==> src/rtl/div_pkg.sv <==
// Shared widths, divider latency and the tag record that rides alongside each
// divide through the latency-matched shift pipeline.
package div_pkg;

    localparam int NUM_REQ_DEF   = 4;
    localparam int NUMERATOR_W   = 72;
    localparam int DENOMINATOR_W = 8;
    localparam int QUOTIENT_W    = 64;
    localparam int DIV_LAT       = 72;

    // Requester ids wider than this cannot be carried in the tag.
    localparam int TAG_ID_W = $clog2(NUM_REQ_DEF);

    typedef struct packed {
        logic                valid;
        logic [TAG_ID_W-1:0] id;
        logic                den_is_zero;
    } tag_t;

endpackage

==> src/rtl/div_arbiter_rr.sv <==
// One-hot round-robin grant: first requester after the last winner, cyclically.
// The pointer advances only when a grant is actually issued.
module rr_arbiter #(
    parameter int NUM_REQ = 4,
    parameter int ID_W    = $clog2(NUM_REQ)
) (
    input  logic               clk,
    input  logic               rst,
    input  logic [NUM_REQ-1:0] req_i,
    input  logic               block_i,
    output logic [NUM_REQ-1:0] gnt_o,
    output logic [ID_W-1:0]    gnt_id_o,
    output logic               gnt_vld_o
);

    logic [ID_W-1:0] ptr_q, ptr_d;
    logic [ID_W-1:0] idx;

    always_comb begin
        gnt_o     = '0;
        gnt_id_o  = '0;
        gnt_vld_o = 1'b0;
        idx       = '0;
        // Walk from farthest to nearest so the nearest valid index wins last.
        for (int off = NUM_REQ; off >= 1; off--) begin
            idx = ID_W'((int'(ptr_q) + off) % NUM_REQ);
            if (req_i[idx] && !block_i) begin
                gnt_o      = '0;
                gnt_o[idx] = 1'b1;
                gnt_id_o   = idx;
                gnt_vld_o  = 1'b1;
            end
        end
        ptr_d = gnt_vld_o ? gnt_id_o : ptr_q;
    end

    always_ff @(posedge clk) begin
        if (rst) ptr_q <= ID_W'(NUM_REQ - 1);
        else     ptr_q <= ptr_d;
    end

endmodule

==> src/rtl/div_arbiter.sv <==
// Shares one external fixed-latency divider among NUM_REQ requesters; a tag
// pipeline matched to the divider latency routes each quotient back in order.
module div_arbiter
    import div_pkg::*;
#(
    parameter int NUM_REQ           = NUM_REQ_DEF,
    parameter int NUMERATOR_WIDTH   = NUMERATOR_W,
    parameter int DENOMINATOR_WIDTH = DENOMINATOR_W,
    parameter int QUOTIENT_WIDTH    = QUOTIENT_W,
    parameter int DIV_LATENCY       = DIV_LAT
) (
    input  logic                                   clk,
    input  logic                                   rst,
    input  logic [NUM_REQ-1:0]                     req_valid,
    output logic [NUM_REQ-1:0]                     req_ready,
    input  logic [NUM_REQ*NUMERATOR_WIDTH-1:0]     req_numerator,
    input  logic [NUM_REQ*DENOMINATOR_WIDTH-1:0]   req_denominator,
    input  logic                                   hold,
    output logic                                   rsp_valid,
    output logic [$clog2(NUM_REQ)-1:0]             rsp_id,
    output logic [QUOTIENT_WIDTH-1:0]              rsp_quotient,
    output logic                                   rsp_div_by_zero,
    output logic                                   div_valid_in,
    output logic [NUMERATOR_WIDTH-1:0]             div_numerator,
    output logic [DENOMINATOR_WIDTH-1:0]           div_denominator,
    input  logic                                   div_valid_out,
    input  logic [QUOTIENT_WIDTH-1:0]              div_quotient,
    output logic [$clog2(DIV_LATENCY+2)-1:0]       inflight_count,
    output logic                                   err_orphan
);

    localparam int ID_W  = $clog2(NUM_REQ);
    localparam int CNT_W = $clog2(DIV_LATENCY + 2);

    logic [ID_W-1:0]              gnt_id;
    logic                         gnt_vld;
    logic [NUMERATOR_WIDTH-1:0]   num_sel;
    logic [DENOMINATOR_WIDTH-1:0] den_sel;

    logic                         dvi_q, dvi_d;
    logic [NUMERATOR_WIDTH-1:0]   num_q, num_d;
    logic [DENOMINATOR_WIDTH-1:0] den_q, den_d;
    logic [CNT_W-1:0]             cnt_q, cnt_d;
    logic                         orphan_q, orphan_d;
    tag_t                         tag_in, tag_out;
    tag_t                         tag_q [DIV_LATENCY+1];

    // Reset also blocks grants so nothing is accepted while state is clearing.
    rr_arbiter #(.NUM_REQ(NUM_REQ), .ID_W(ID_W)) u_rr (
        .clk      (clk),
        .rst      (rst),
        .req_i    (req_valid),
        .block_i  (hold | rst),
        .gnt_o    (req_ready),
        .gnt_id_o (gnt_id),
        .gnt_vld_o(gnt_vld)
    );

    assign num_sel = req_numerator[gnt_id*NUMERATOR_WIDTH +: NUMERATOR_WIDTH];
    assign den_sel = req_denominator[gnt_id*DENOMINATOR_WIDTH +: DENOMINATOR_WIDTH];
    assign tag_out = tag_q[DIV_LATENCY];

    assign rsp_valid       = div_valid_out & tag_out.valid & ~rst;
    assign rsp_id          = ID_W'(tag_out.id);
    assign rsp_quotient    = div_quotient;
    assign rsp_div_by_zero = rsp_valid & tag_out.den_is_zero;

    always_comb begin
        dvi_d              = gnt_vld;
        num_d              = gnt_vld ? num_sel : num_q;
        den_d              = gnt_vld ? den_sel : den_q;
        tag_in.valid       = gnt_vld;
        tag_in.id          = TAG_ID_W'(gnt_id);
        tag_in.den_is_zero = (den_sel == '0);
        cnt_d              = cnt_q;
        unique case ({gnt_vld, rsp_valid})
            2'b10:   cnt_d = cnt_q + CNT_W'(1);
            2'b01:   cnt_d = cnt_q - CNT_W'(1);
            default: cnt_d = cnt_q;
        endcase
        // Divider and tag pipeline must agree every cycle; any skew is sticky.
        orphan_d = orphan_q | (div_valid_out ^ tag_out.valid);
    end

    always_ff @(posedge clk) begin
        if (rst) begin
            dvi_q    <= 1'b0;
            num_q    <= '0;
            den_q    <= '0;
            cnt_q    <= '0;
            orphan_q <= 1'b0;
            for (int k = 0; k <= DIV_LATENCY; k++) tag_q[k] <= '0;
        end else begin
            dvi_q    <= dvi_d;
            num_q    <= num_d;
            den_q    <= den_d;
            cnt_q    <= cnt_d;
            orphan_q <= orphan_d;
            tag_q[0] <= tag_in;
            for (int k = 1; k <= DIV_LATENCY; k++) tag_q[k] <= tag_q[k-1];
        end
    end

    assign div_valid_in    = dvi_q;
    assign div_numerator   = num_q;
    assign div_denominator = den_q;
    assign inflight_count  = cnt_q;
    assign err_orphan      = orphan_q;

endmodule

==> config.mk <==
export PLATFORM = sky130hd
export DESIGN_NAME = div_arbiter
export DESIGN_NICKNAME = d
export VERILOG_FILES = /design/src/rtl/div_pkg.sv /design/src/rtl/div_arbiter_rr.sv /design/src/rtl/div_arbiter.sv
export SDC_FILE = /design/constraint.sdc
export NUM_CORES = 1
export LEC_CHECK = 0
export BUFFER_PORTS_ARGS = -buffer_cell sky130_fd_sc_hd__buf_2
export CAP_MARGIN = 20
export CORE_AREA = 2 2 217 219
export CTS_CLUSTER_DIAMETER = 120
export DETAILED_ROUTE_END_ITERATION = 8
export DIE_AREA = 0 0 219 221
export HOLD_SLACK_MARGIN = 0.06
export PLACE_DENSITY = 0.54
export SLEW_MARGIN = 20
export SYNTH_ARGS = -nofsm -noshare
export SYNTH_HDL_FRONTEND = slang
export SYNTH_HIERARCHICAL = 1
export SYNTH_SLANG_ARGS = --single-unit
==> constraint.sdc <==
create_clock -name clk -period 12.2 [get_ports clk]
set_input_delay 2.44 -clock clk [delete_from_list [all_inputs] [get_ports clk]]
set_output_delay 2.44 -clock clk [all_outputs]
set_load 0.005 [all_outputs]
# [After elaboration in Yosys (flattened, before gate mapping)]
# Memories as Yosys holds them, arrays and structs flattened.
# Cells that the tools add are included.
# Widths: inputs -> output; s select.
[classes] add_sub_neg=6 mul=1 n_div=0 n_lt_le_gt_ge=8 n_eq_ne=2 shift=2 mux=105 bitwise_logic=80 n_reduce_logical=11
[op_table] operator="$mux 4" count=77
[op_table] operator="$shiftx 288x10->72" count=1
[op_table] operator="$or 1x1->1" count=75
[op_table] operator="$shiftx 32x6->8" count=1
[op_table] operator="$mux 1" count=15
[op_table] operator="$pmux 7 s2" count=1
[op_table] operator="$lt 2x3->1 const B" count=4
[op_table] operator="$bmux 1 s2" count=4
[op_table] operator="$demux 1 s2" count=4
[op_table] operator="$ge 2x1->1 const B" count=4
[op_table] operator="$logic_and 1x1->1" count=8
[op_table] operator="$logic_not 8->1" count=1
[op_table] operator="$mux 2" count=4
[op_table] operator="$add 7x1->7 const B" count=1
[op_table] operator="$sub 7x1->7 const B" count=1
[op_table] operator="$mul 2x4->6 const B" count=1
[op_table] operator="$add 2x1->2 const B" count=2
[op_table] operator="$add 2x2->2 const B" count=2
[op_table] operator="$and 1x1->1" count=3
[op_table] operator="$eq 2x1->1 const B" count=1
[op_table] operator="$eq 2x2->1 const B" count=1
[op_table] operator="$reduce_bool 2->1" count=1
[op_table] operator="$logic_not 1->1" count=1
[op_table] operator="$not 1->1" count=1
[op_table] operator="$xor 1x1->1" count=1
[word_totals] regBits=91 latchBits=0 mem_bits_rw=292 mem_bits_ro=0 in_bits=392 output_inout_bits=161 wordCells=222 n_memories=1
[memory_table] memory="tag_q" depth=73 word_bits=4 rd=73 rd_ports_with_merged_regs=0 write_ports=73 line_no="div_arbiter.sv:46" rtl="tag_t tag_q [DIV_LATENCY+1];"

# [Logic depth before layout (Yosys ltp)]
# Gate-level depths: netlist of the first run.
[logic_depth] word_depth=11 depth_mapped=19 mapped_depth_nobuf=11

# [Hierarchy]
# Netlist of the first run, hierarchy kept.
[by_module_without_submodules] module="div_arbiter" instances=1 cells_per_inst=1125 area_each_um2=13664.4
[by_module_without_submodules] module="rr_arbiter" instances=1 cells_per_inst=87 area_each_um2=696.9

# [Least setup slack after synthesis of the first run]
# OpenSTA, ideal clock, no wires.
[synth_timing] path_type="input port to flip-flop" start="input port rst" end="register cnt_q[6] (netlist: inflight_count[6])" setup_time_ns=0.123 t_arrival_ns=6.583 t_required_ns=12.077 setup_slack_ns=5.494 path_stages=19 cell_sequence="buf_2 > clkbuf_1 > clkbuf_1 > or2_2 > buf_2 > a21oi_1 > clkbuf_1 > buf_1 > inv_1 > ha_1 > buf_4 > buf_2 > xor2_1 > ha_1 > a21boi_2 > o22a_2 > a2111o_1 > a31oi_1 > mux2_1"
[synth_between] elab_chain_cells=9 elab_cells_between_ends=16
[synth_rtl] element="start: declaration" line_no="div_arbiter.sv:13" rtl="input logic rst,"
[synth_rtl] element="$or 1x1->1 *" line_no="div_arbiter.sv:53" rtl=".block_i (hold | rst),"
[synth_rtl] element="$logic_not 1->1 *" line_no="div_arbiter_rr.sv:27" rtl="if (req_i[idx] && !block_i) begin"
[synth_rtl] element="$logic_and 1x1->1" line_no="div_arbiter_rr.sv:27"
[synth_rtl] element="$mux 1 (3 in a row)" line_no="div_arbiter_rr.sv:27"
[synth_rtl] element="$mux 1 *" line_no="div_arbiter_rr.sv:27"
[synth_rtl] element="net dvi_d" line_no="div_arbiter.sv:40" rtl="logic dvi_q, dvi_d;"
[synth_rtl] element="$eq 2x1->1 / $eq 2x2->1 (equally long branches)" line_no="div_arbiter.sv:76" rtl="unique case ({gnt_vld, rsp_valid})"
[synth_rtl] element="$pmux 7 s2 / $reduce_bool 2->1 (equally long branches)"
[synth_rtl] element="end signal: assignment" line_no="div_arbiter.sv:97" rtl="cnt_q <= cnt_d;"
[synth_rtl] element="end: declaration" line_no="div_arbiter.sv:43" rtl="logic [CNT_W-1:0] cnt_q, cnt_d;"
# Mark *: on every way through the listed nets, which the timed path passes. The rest lies on a longest branch.
# A chain may end at the register's enable or synchronous reset.

# [Worst setup path after layout of the first run]
[layout_timing] start="input port rst" end="output port req_ready[1]"
[layout_between] elab_chain_cells=7 elab_cells_between_ends=10
[layout_rtl] element="$or 1x1->1 *" line_no="div_arbiter.sv:53"
[layout_rtl] element="$logic_not 1->1 *" line_no="div_arbiter_rr.sv:27"
[layout_rtl] element="$logic_and 1x1->1" line_no="div_arbiter_rr.sv:27"
[layout_rtl] element="$mux 4 (3 in a row)" line_no="div_arbiter_rr.sv:27"
[layout_rtl] element="$mux 4 *" line_no="div_arbiter_rr.sv:27"
[layout_rtl] element="end: declaration" line_no="div_arbiter.sv:15" rtl="output logic [NUM_REQ-1:0] req_ready,"
# Every way passes the cells marked *; elsewhere a longest branch is shown, timed or not.

==> results.tsv, run 1 <==
stage	metric	value	unit
global_routing	Total GRT Usage	18.91	%
worst_setup_path	Crit Path Category	input port to output pin	
global_routing	first-pass GRT wire length	66.64	mm
drt	DRC errors left	0	
synth	Syn. warnings	6	
layout	area grow syn2layout	25.31	%
hold_path	HP Start	tag_q[2][14]$_SDFF_PP0_	
clock_network	H-tree levels	2	
drt	First-pass DRT Iterations	4	
clock_network	clock latency at the later pin of the worst-skew pair	560	ps
global_routing	GRT overflow	0	
synth	Yosys top cell area share	53.25	%
drt	Via Count	9954	
worst_setup_path	R2R Path End	tag_q[0][0]$_SDFF_PP0_	
synth	Top FF cell, synth	dfxtp_1	
synth	Mapped Area	0.01436	mm²
sta	Slew @ Worst Pin	900.3	ps
clock_network	CTS tree	built	
worst_setup_path	critical path data required time	9760	ps
floorplanning	Core ar.	0.04606	mm²
layout	fin util	39.07	%
synth	Post-synth top cells	dfxtp_1, nor2b_1, nor2_1, mux2i_1, mux4_2	
power_and_ir_drop	Leakage Power	7.635	nW
floorplanning	die area	0.04840	mm²
worst_setup_path	worst endpoint data arrival time	4550	ps
floorplanning	Std-Cell Rows	79	
clock_network	post-cts resize count	0	
drt	post-route ant nets	0	
synth	dominant cells by area after synthesis	dfxtp_1, mux4_2, nor2b_1	
synth	asr flop ratio synth	0	%
worst_setup_path	minimum setup slack among reg-to-reg paths	7300	ps
drt	starting DRC count in detailed routing	389	
sta	Rel. slew slack	39.98	%
sta	Final WS setup	5211	ps
outcome	status	completed	
run	max_cap viols	0	
worst_setup_path	RR Startpoint	u_rr/ptr_q[0]$_SDFFE_PP1P_	
worst_setup_path	R2R cell count	11	
drt	Avg Vias per Cell	4.541	
power_and_ir_drop	pwr dens	159.7	mW/mm²
synth	Post-Syn Area per Cell	11.85	µm²
sta	Peak Freq	0.1431	GHz
sta	# setup viols final	0	
synth	synth unique cells	56	
clock_network	# hold bufs at CTS	0	
worst_setup_path	Crit. End Element	output pin	
worst_setup_path	Max Fanout on Critical Path	122	
placed_design	RePlAce Congestion	0.9588	
sta	Slew Limit Fails	0	
clock_network	Clock Tree Buf Depth	3	
floorplanning	Initial Util	31.18	%
global_routing	vias in the first global route	10030	
power_and_ir_drop	Max VDD drop	0.00009597	V
floorplanning	Die Wd	219	µm
placed_design	Buffers on Ports	424	
synth	Yosys top cell by area	dfxtp_1	
drt	Routed WL	45.96	mm
global_routing	largest net degree at the start of global routing	123	
hold_path	Hold Path Sink	tag_q[2][18]$_SDFF_PP0_	
synth	Synth Net Count	1612	
layout	Net count, final	1939	
sta	setup_tns	0	ps
sta	minimum clock period	6989	ps
clock_network	root buf cell	clkbuf_16	
placed_design	Final HPWL DP	34.80	mm
drt	wire per inst	20.96	µm
hold_path	hold path depth	1	
sta	Worst Skew	8.737	ps
layout	fraction of layout cells with a size suffix above 1	38.83	%
clock_network	Clock Sinks	382	
hold_path	min-delay worst type	register to register	
floorplanning	Die Y	221	µm
floorplanning	I/O Pins	553	
sta	unrepaired setup endpoints after global routing	false	
sta	Final Cycle Share	57.28	%
clock_network	Num CTS Buffers	43	
synth	Yosys reg bits	382	
synth	EDFF count, synth	0	
synth	post-synthesis sequential area ratio	53.25	%
placed_design	dpl ws	5220	ps
global_routing	initial antenna violation count	37	
clock_network	Worst-path clk slew	60	ps
sta	endpoints failing hold	0	
clock_network	Post-CTS Repair Setup Buffers	0	
synth	Cells after Synth	1212	
worst_setup_path	CP Launch Type	input port	
synth	top-count cell post-synth	dfxtp_1	
## critical path, cell delays in order
cell,delay [ps]
buf_8,510
or2_2,440
nor2_1,110
a22oi_2,420
mux2i_1,260
o311ai_2,120
buf_2,140
## cells by family after synthesis
kind of cell	count (synthesis)	share of synthesized area, %
and+or+nand+nor	435	17.29
buffers and inverters	160	6.351
adders and majority gates	8	0.6970
DFF	382	53.25
xor gates and xnor gates	4	0.2439
AOI/OAI and AO/OA	44	2.422
muxes	179	19.75
## where the power goes
| group | internal [W] | total, W | switching (W) |
|---|---|---|---|
| Sequential | 0.00127 | 0.00128 | 0.0000125 |
| Combinational | 0.000134 | 0.000266 | 0.000131 |
| Clock | 0.000798 | 0.00133 | 0.000531 |
| Total | 0.00220 | 0.00287 | 0.000675 |
## layout make-up
class / count / area [µm²]
Timing Repair Buffer: 432 / 2208
Clock inverter: 23 / 300.3
Antenna cell: 14 / 35.03
Inverter: 10 / 37.54
Tap cell: 607 / 759.5
Fill cell: 4613 / 28070
Sequential cell: 382 / 7647
Clock buffer: 54 / 1177
Multi-Input combinational cell: 670 / 5831
## registers in the layout, indices dropped and copies added, names as in the netlist
name / count
tag_q: 292
div_numerator: 72
div_denominator: 8
inflight_count: 7
u_rr/ptr_q: 2
err_orphan: 1
## through the flow
stage | hold slack, ps | area (µm²) | std cells | power, W
finish | 427.6 | 18000 | 2192 | 0.002874
global route | 437.0 | 17980 | 2187 | 0.002994
CTS | 434.0 | 17960 | 2178 | 0.002930
detailed placement | 420.4 | 16480 | 2101 | 0.001576
global placement | 415.9 | 16480 | 2101 | 0.001575
floorplan | 413.8 | 14360 | 1212 | 0.001475
## layer usage
| layer | GRT usage [%] | vias up | part of all wire (%) |
|---|---|---|---|
| met5 | 0 | - | 0.30 |
| met3 | 8.674 | 109 | 11 |
| met2 | 31.28 | 413 | 48 |
| li1 | - | 4664 | - |
| met1 | 20.28 | 4746 | 36 |
| met4 | 9.394 | 22 | 4.6 |
## how the worst max path moves through the flow
stage	startpoint	to	slack (ps)
floorplan	rst	inflight_count[6]$_SDFFE_PP0P_	5490
global placement	rst	req_ready[1]	5230
global route	rst	req_ready[1]	5040
finish	rst	req_ready[1]	5210
detailed placement	rst	req_ready[1]	5220
CTS	rst	req_ready[1]	5210
## cell usage in the layout, fill, tap and decap left out, types with 8 or more instances in the layout
| master | instances |
|---|---|
| diode_2 | 14 |
| buf_2 | 423 |
| nor2b_1 | 297 |
| mux2i_1 | 90 |
| nor2_1 | 97 |
| inv_1 | 10 |
| mux4_2 | 83 |
| ha_1 | 8 |
| clkbuf_16 | 43 |
| dfxtp_1 | 382 |
| clkinv_2 | 9 |
| nand2_1 | 8 |
No activity file was read; power rests on OpenSTA's default activity.
==> inputs of run 2 (changes only) <==
--- a/config.mk
+++ b/config.mk
@@ -7,12 +7,12 @@
 export LEC_CHECK = 0
 export BUFFER_PORTS_ARGS = -buffer_cell sky130_fd_sc_hd__buf_2
 export CAP_MARGIN = 20
-export CORE_AREA = 2 2 217 219
+export CORE_AREA = 2 2 213 215
 export CTS_CLUSTER_DIAMETER = 120
 export DETAILED_ROUTE_END_ITERATION = 8
-export DIE_AREA = 0 0 219 221
+export DIE_AREA = 0 0 215 217
 export HOLD_SLACK_MARGIN = 0.06
-export PLACE_DENSITY = 0.54
+export PLACE_DENSITY = 0.58
 export SLEW_MARGIN = 20
 export SYNTH_ARGS = -nofsm -noshare
 export SYNTH_HDL_FRONTEND = slang
==> constraint.sdc (replaced) <==
create_clock -name clk -period 6.05 [get_ports clk]
set_input_delay 1.21 -clock clk [delete_from_list [all_inputs] [get_ports clk]]
set_output_delay 1.21 -clock clk [all_outputs]
set_load 0.005 [all_outputs]
==> results.tsv, run 2 (same netlist as run 1, synthesis figures left out) <==
stage	metric	value	unit
outcome	status	completed	
worst_setup_path	R2R cell count	11	
clock_network	CTS tree	built	
placed_design	RePlAce Congestion	0.9860	
drt	DRC errors left	0	
worst_setup_path	Crit path largest cell delay	810	ps
clock_network	clock latency at the later pin of the worst-skew pair	550	ps
layout	Largest register FFs	292	
floorplanning	die area	0.04666	mm²
sta	Final WS setup	1425	ps
placed_design	dpl ws	1108	ps
power_and_ir_drop	Leakage Power	7.599	nW
clock_network	Worst-path clk slew	60	ps
floorplanning	Initial Util	32.13	%
clock_network	post-cts resize count	0	
sta	endpoints failing hold	0	
floorplanning	Std-Cell Rows	78	
power_and_ir_drop	Tot Pwr	0.005672	W
drt	Via Count	9956	
floorplanning	I/O Pins	553	
worst_setup_path	worst endpoint data arrival time	5090	ps
power_and_ir_drop	Gate power share	9.5	%
layout	filler instances	4424	
drt	post-route ant nets	0	
global_routing	Total GRT Usage	20.25	%
power_and_ir_drop	sw power	0.001287	W
power_and_ir_drop	Clk network pwr share	45.0	%
hold_path	min-delay worst type	register to register	
power_and_ir_drop	Sw Share	22.69	%
power_and_ir_drop	sequential share of power	45.5	%
floorplanning	Die Wd	215	µm
worst_setup_path	Max Fanout on Critical Path	30	
clock_network	Post-CTS Repair Setup Buffers	0	
sta	Slew Limit Fails	0	
sta	minimum clock period	4625	ps
hold_path	hold path depth	1	
clock_network	root buf cell	clkbuf_16	
floorplanning	Die Y	217	µm
worst_setup_path	cell family with most CP delay	multiplexers	
worst_setup_path	Crit. End Element	register	
layout	most common cell after layout, fill and taps aside	buf_2	
sta	setup_tns	0	ps
clock_network	Num CTS Buffers	41	
worst_setup_path	WP buf/inv	2	
sta	Final Cycle Share	76.45	%
drt	First-pass DRT Iterations	4	
power_and_ir_drop	Max VDD drop	0.0001629	V
floorplanning	Core ar.	0.04470	mm²
worst_setup_path	Crit Path Category	register to register	
drt	Routed WL	47.62	mm
sta	Rel. slew slack	27.74	%
clock_network	Clock Sinks	382	
worst_setup_path	cell count along the critical path	11	
layout	area grow syn2layout	24.80	%
layout	Net count, final	1936	
layout	fraction of layout cells with a size suffix above 1	38.40	%
worst_setup_path	critical path data required time	6510	ps
power_and_ir_drop	pwr dens	316.5	mW/mm²
drt	wire per inst	21.80	µm
placed_design	Final HPWL DP	36.66	mm
worst_setup_path	CP max stage cell	dfxtp_1	
global_routing	GRT overflow	0	
global_routing	largest net degree at the start of global routing	241	
worst_setup_path	Critical Path, Cell by Cell	inv_1, ha_1, mux2_2, a22o_1, nor2_2, mux2i_4, buf_4, mux4_2, nor2_1, nand2_1, nor4_2	
run	max_cap viols	0	
global_routing	first-pass GRT wire length	68.74	mm
clock_network	H-tree levels	2	
sta	# setup viols final	0	
sta	Peak Freq	0.2162	GHz
layout	area of the multi-input gates	0.005831	mm²
clock_network	Clock Tree Buf Depth	3	
sta	unrepaired setup endpoints after global routing	false	
layout	commonest non-fill, non-tap cells in the layout	buf_2, dfxtp_1, nor2b_1, nor2_1, mux2i_1	
clock_network	# hold bufs at CTS	0	
layout	Top reg by flops	tag_q	
global_routing	initial antenna violation count	44	
sta	Worst Skew	16.25	ps
sta	Slew @ Worst Pin	1084	ps
drt	Avg Vias per Cell	4.559	
global_routing	vias in the first global route	10320	
worst_setup_path	CP Launch Type	register	
placed_design	Buffers on Ports	424	
power_and_ir_drop	Internal	0.004385	W
layout	Register Area	0.007647	mm²
drt	starting DRC count in detailed routing	542	
==> run 2: cell types whose count changed in the layout (fill, tap and decap cells not counted), sizes merged <==
cell      previous run  this run
bufinv               5         3
clkinvlp             2         0
diode               14        19
clkinv              11         6
inv                 15        11
clkbuf              54        62
buf                432       431
==> run 2: per-stage QoR <==
stage	utilization, %	instances	hold WS, ps	instance area [µm²]
2_1_floorplan	-	1212	413.8	14360
4_1_cts	39.99	2165	430.5	17870
3_5_place_dp	36.89	2093	422.3	16490
5_1_grt	40.06	2178	448.0	17910
3_3_place_gp	36.89	2093	416.4	16490
6_report	40.10	2184	429.5	17920
==> run 2: final timing paths <==
check	start	end	slack, ps
setup / recovery	u_rr/ptr_q[0]$_SDFFE_PP1P_	tag_q[0][0]$_SDFF_PP0_	1420
hold / removal	tag_q[6][25]$_SDFF_PP0_	tag_q[6][29]$_SDFF_PP0_	430
setup reg to reg	u_rr/ptr_q[0]$_SDFFE_PP1P_	tag_q[0][0]$_SDFF_PP0_	1420
hold reg to reg	tag_q[6][25]$_SDFF_PP0_	tag_q[6][29]$_SDFF_PP0_	430
==> run 2: metal layers <==
layer | vias to the layer above | routed length [µm] | track usage, %
li1 | 4661 | - | -
met1 | 4716 | 17740 | 21.98
met2 | 422 | 21950 | 32.77
met3 | 137 | 4816 | 9.140
met5 | - | 183 | 1.042
met4 | 20 | 2926 | 11.61
==> run 2: area by class of cell <==
class | count | share of cell area, %
diodes | 19 | 0.2653
clock buffers | 62 | 7.016
clock inverters | 10 | 0.7191
inverters | 10 | 0.2094
multi-input cells | 670 | 32.53
flip-flops and latches | 382 | 42.67
well taps | 600 | 4.189
repair buffers | 431 | 12.40
==> run 2: power by group through the flow <==
stage | logic (W) | clock network [W] | registers (W)
after floorplan | 0.000343 | 0 | 0.00263
after global placement | 0.000538 | 0 | 0.00264
after detailed placement | 0.000544 | 0 | 0.00264
after CTS | 0.000547 | 0.00264 | 0.00258
after global routing | 0.000586 | 0.00273 | 0.00259
final | 0.000541 | 0.00255 | 0.00258
==> inputs of run 3 (changes only) <==
--- a/config.mk
+++ b/config.mk
@@ -7,12 +7,12 @@
 export LEC_CHECK = 0
 export BUFFER_PORTS_ARGS = -buffer_cell sky130_fd_sc_hd__buf_2
 export CAP_MARGIN = 20
-export CORE_AREA = 2 2 213 215
+export CORE_AREA = 2 2 217 219
 export CTS_CLUSTER_DIAMETER = 120
 export DETAILED_ROUTE_END_ITERATION = 8
-export DIE_AREA = 0 0 215 217
+export DIE_AREA = 0 0 219 221
 export HOLD_SLACK_MARGIN = 0.06
-export PLACE_DENSITY = 0.58
+export PLACE_DENSITY = 0.54
 export SLEW_MARGIN = 20
 export SYNTH_ARGS = -nofsm -noshare
 export SYNTH_HDL_FRONTEND = slang
==> constraint.sdc (replaced) <==
create_clock -name clk -period 4.8 [get_ports clk]
set_input_delay 0.96 -clock clk [delete_from_list [all_inputs] [get_ports clk]]
set_output_delay 0.96 -clock clk [all_outputs]
set_load 0.005 [all_outputs]
==> results.tsv, run 3 (same netlist as run 1, synthesis figures left out) <==
stage	metric	value	unit
clock_network	CTS tree	built	
worst_setup_path	Crit Path Category	register to output pin	
sta	unrepaired setup endpoints after global routing	false	
power_and_ir_drop	Gate power share	9.3	%
sta	setup_tns	0	ps
layout	Net count, final	1941	
power_and_ir_drop	Clk network pwr share	45.8	%
sta	Worst Skew	20.45	ps
floorplanning	Initial Util	31.18	%
placed_design	dpl ws	681.1	ps
placed_design	Buffers on Ports	424	
layout	fraction of layout cells with a size suffix above 1	38.72	%
power_and_ir_drop	Max VDD drop	0.0002325	V
drt	Via Count	9928	
run	max_cap viols	0	
sta	Slew Limit Fails	0	
clock_network	Clock Tree Buf Depth	3	
layout	most common cell after layout, fill and taps aside	buf_2	
sta	Slew @ Worst Pin	906.1	ps
floorplanning	Std-Cell Rows	79	
clock_network	clock latency at the later pin of the worst-skew pair	560	ps
floorplanning	die area	0.04840	mm²
drt	DRC errors left	0	
worst_setup_path	Critical Path, Cell by Cell	inv_1, ha_1, mux2_2, a22oi_2, mux2i_1, o311ai_2, buf_2	
placed_design	DP Cell Count	2103	
clock_network	Worst-path clk slew	60	ps
clock_network	# hold bufs at CTS	0	
layout	area grow syn2layout	25.48	%
global_routing	first-pass GRT wire length	62.31	mm
hold_path	min-delay worst type	register to register	
worst_setup_path	Crit. End Element	output pin	
drt	First-pass DRT Iterations	5	
placed_design	RePlAce Congestion	0.9405	
worst_setup_path	critical path data required time	3840	ps
sta	endpoints failing hold	0	
global_routing	largest net degree at the start of global routing	270	
placed_design	Post-DP Area	0.01653	mm²
clock_network	root buf cell	clkbuf_16	
sta	Peak Freq	0.2462	GHz
power_and_ir_drop	pwr dens	401.0	mW/mm²
sta	Rel. slew slack	39.59	%
worst_setup_path	CP Launch Type	register	
worst_setup_path	cell family with most CP delay	multiplexers	
worst_setup_path	WP buf/inv	2	
power_and_ir_drop	sw power	0.001650	W
worst_setup_path	Max Fanout on Critical Path	10	
sta	minimum clock period	4062	ps
drt	Avg Vias per Cell	4.542	
global_routing	GRT overflow	0	
clock_network	Num CTS Buffers	42	
floorplanning	Die Y	221	µm
layout	fin area	0.01802	mm²
power_and_ir_drop	Sw Share	22.83	%
sta	# setup viols final	0	
placed_design	Final HPWL DP	31.24	mm
global_routing	initial antenna violation count	29	
drt	starting DRC count in detailed routing	507	
layout	Non-Filler Instances	2186	
layout	commonest non-fill, non-tap cells in the layout	buf_2, dfxtp_1, nor2b_1, nor2_1, mux2i_1	
clock_network	Post-CTS Repair Setup Buffers	0	
layout	Largest register FFs	292	
layout	Top reg by flops	tag_q	
power_and_ir_drop	Internal	0.005577	W
outcome	status	completed	
worst_setup_path	worst endpoint data arrival time	3100	ps
sta	Final Cycle Share	84.63	%
floorplanning	Core ar.	0.04606	mm²
layout	fin util	39.12	%
clock_network	H-tree levels	2	
drt	wire per inst	19.16	µm
floorplanning	Die Wd	219	µm
floorplanning	I/O Pins	553	
power_and_ir_drop	Leakage Power	7.653	nW
global_routing	vias in the first global route	9947	
sta	Final WS setup	737.8	ps
drt	Routed WL	41.89	mm
worst_setup_path	CP max stage cell	dfxtp_1	
drt	post-route ant nets	0	
clock_network	post-cts resize count	0	
global_routing	Total GRT Usage	17.23	%
worst_setup_path	Crit path largest cell delay	530	ps
clock_network	Clock Sinks	382	
power_and_ir_drop	sequential share of power	45.0	%
run 3: changes by cell type in the layout (fill, tap and decap cells not counted), moves of 2 or more:
cell,change
diode_2,-13
buf_4,+2
clkinv_8,+2
clkbuf_8,-2
run 3: path summary, 6_finish.rpt:
kind	start	endpoint	slack (ps)	cells past startpoint
max	u_rr/ptr_q[1]$_SDFFE_PP1P_	req_ready[1]	740	7
min	tag_q[0][16]$_SDFF_PP0_	tag_q[0][20]$_SDFF_PP0_	430	1
max reg2reg	u_rr/ptr_q[1]$_SDFFE_PP1P_	tag_q[0][0]$_SDFF_PP0_	780	11
min reg2reg	tag_q[0][16]$_SDFF_PP0_	tag_q[0][20]$_SDFF_PP0_	430	1
run 3: layout make-up:
type	instances	area [µm²]
inverters	10	37.54
well taps	607	759.5
diodes	6	15.01
flip-flops and latches	382	7647
clock inverters	16	216.5
multi-input cells	670	5831
fillers	4604	28040
repair buffers	435	2285
clock buffers	60	1230
run 3: metrics by stage:
stage / hold WS, ps / power (W)
finish: 429.9 / 0.007227
global route: 439.9 / 0.007518
CTS: 420.2 / 0.007353
detailed placement: 420.4 / 0.003991
global placement: 415.7 / 0.003984
floorplan: 413.8 / 0.003748
run 3: power by group through the flow:
stage | clock [W] | combinational [W] | sequential, W
detailed placement | 0 | 0.000673 | 0.00332
floorplan | 0 | 0.000433 | 0.00332
CTS | 0.00343 | 0.000675 | 0.00325
finish | 0.00331 | 0.000670 | 0.00325
global placement | 0 | 0.000666 | 0.00332
global route | 0.00354 | 0.000727 | 0.00325
run 3: layer usage:
layer | routed length (µm) | vias to the layer above | GRT usage, %
met4 | 2595 | 8 | 8.827
met1 | 16390 | 4758 | 19.95
met3 | 3625 | 109 | 6.818
met2 | 19230 | 394 | 27.43
li1 | - | 4659 | -
met5 | 55 | - | 0
run 3: worst register-to-register path, cell delays in order (launching register included):
cell and delay (ps):
dfxtp_1 530, inv_1 200, ha_1 500, mux2_2 400
a22o_1 280, nor2_2 210, mux2i_4 510, buf_12 350
mux4_2 600, nor2_1 110, nand2_1 100, nor4_2 160
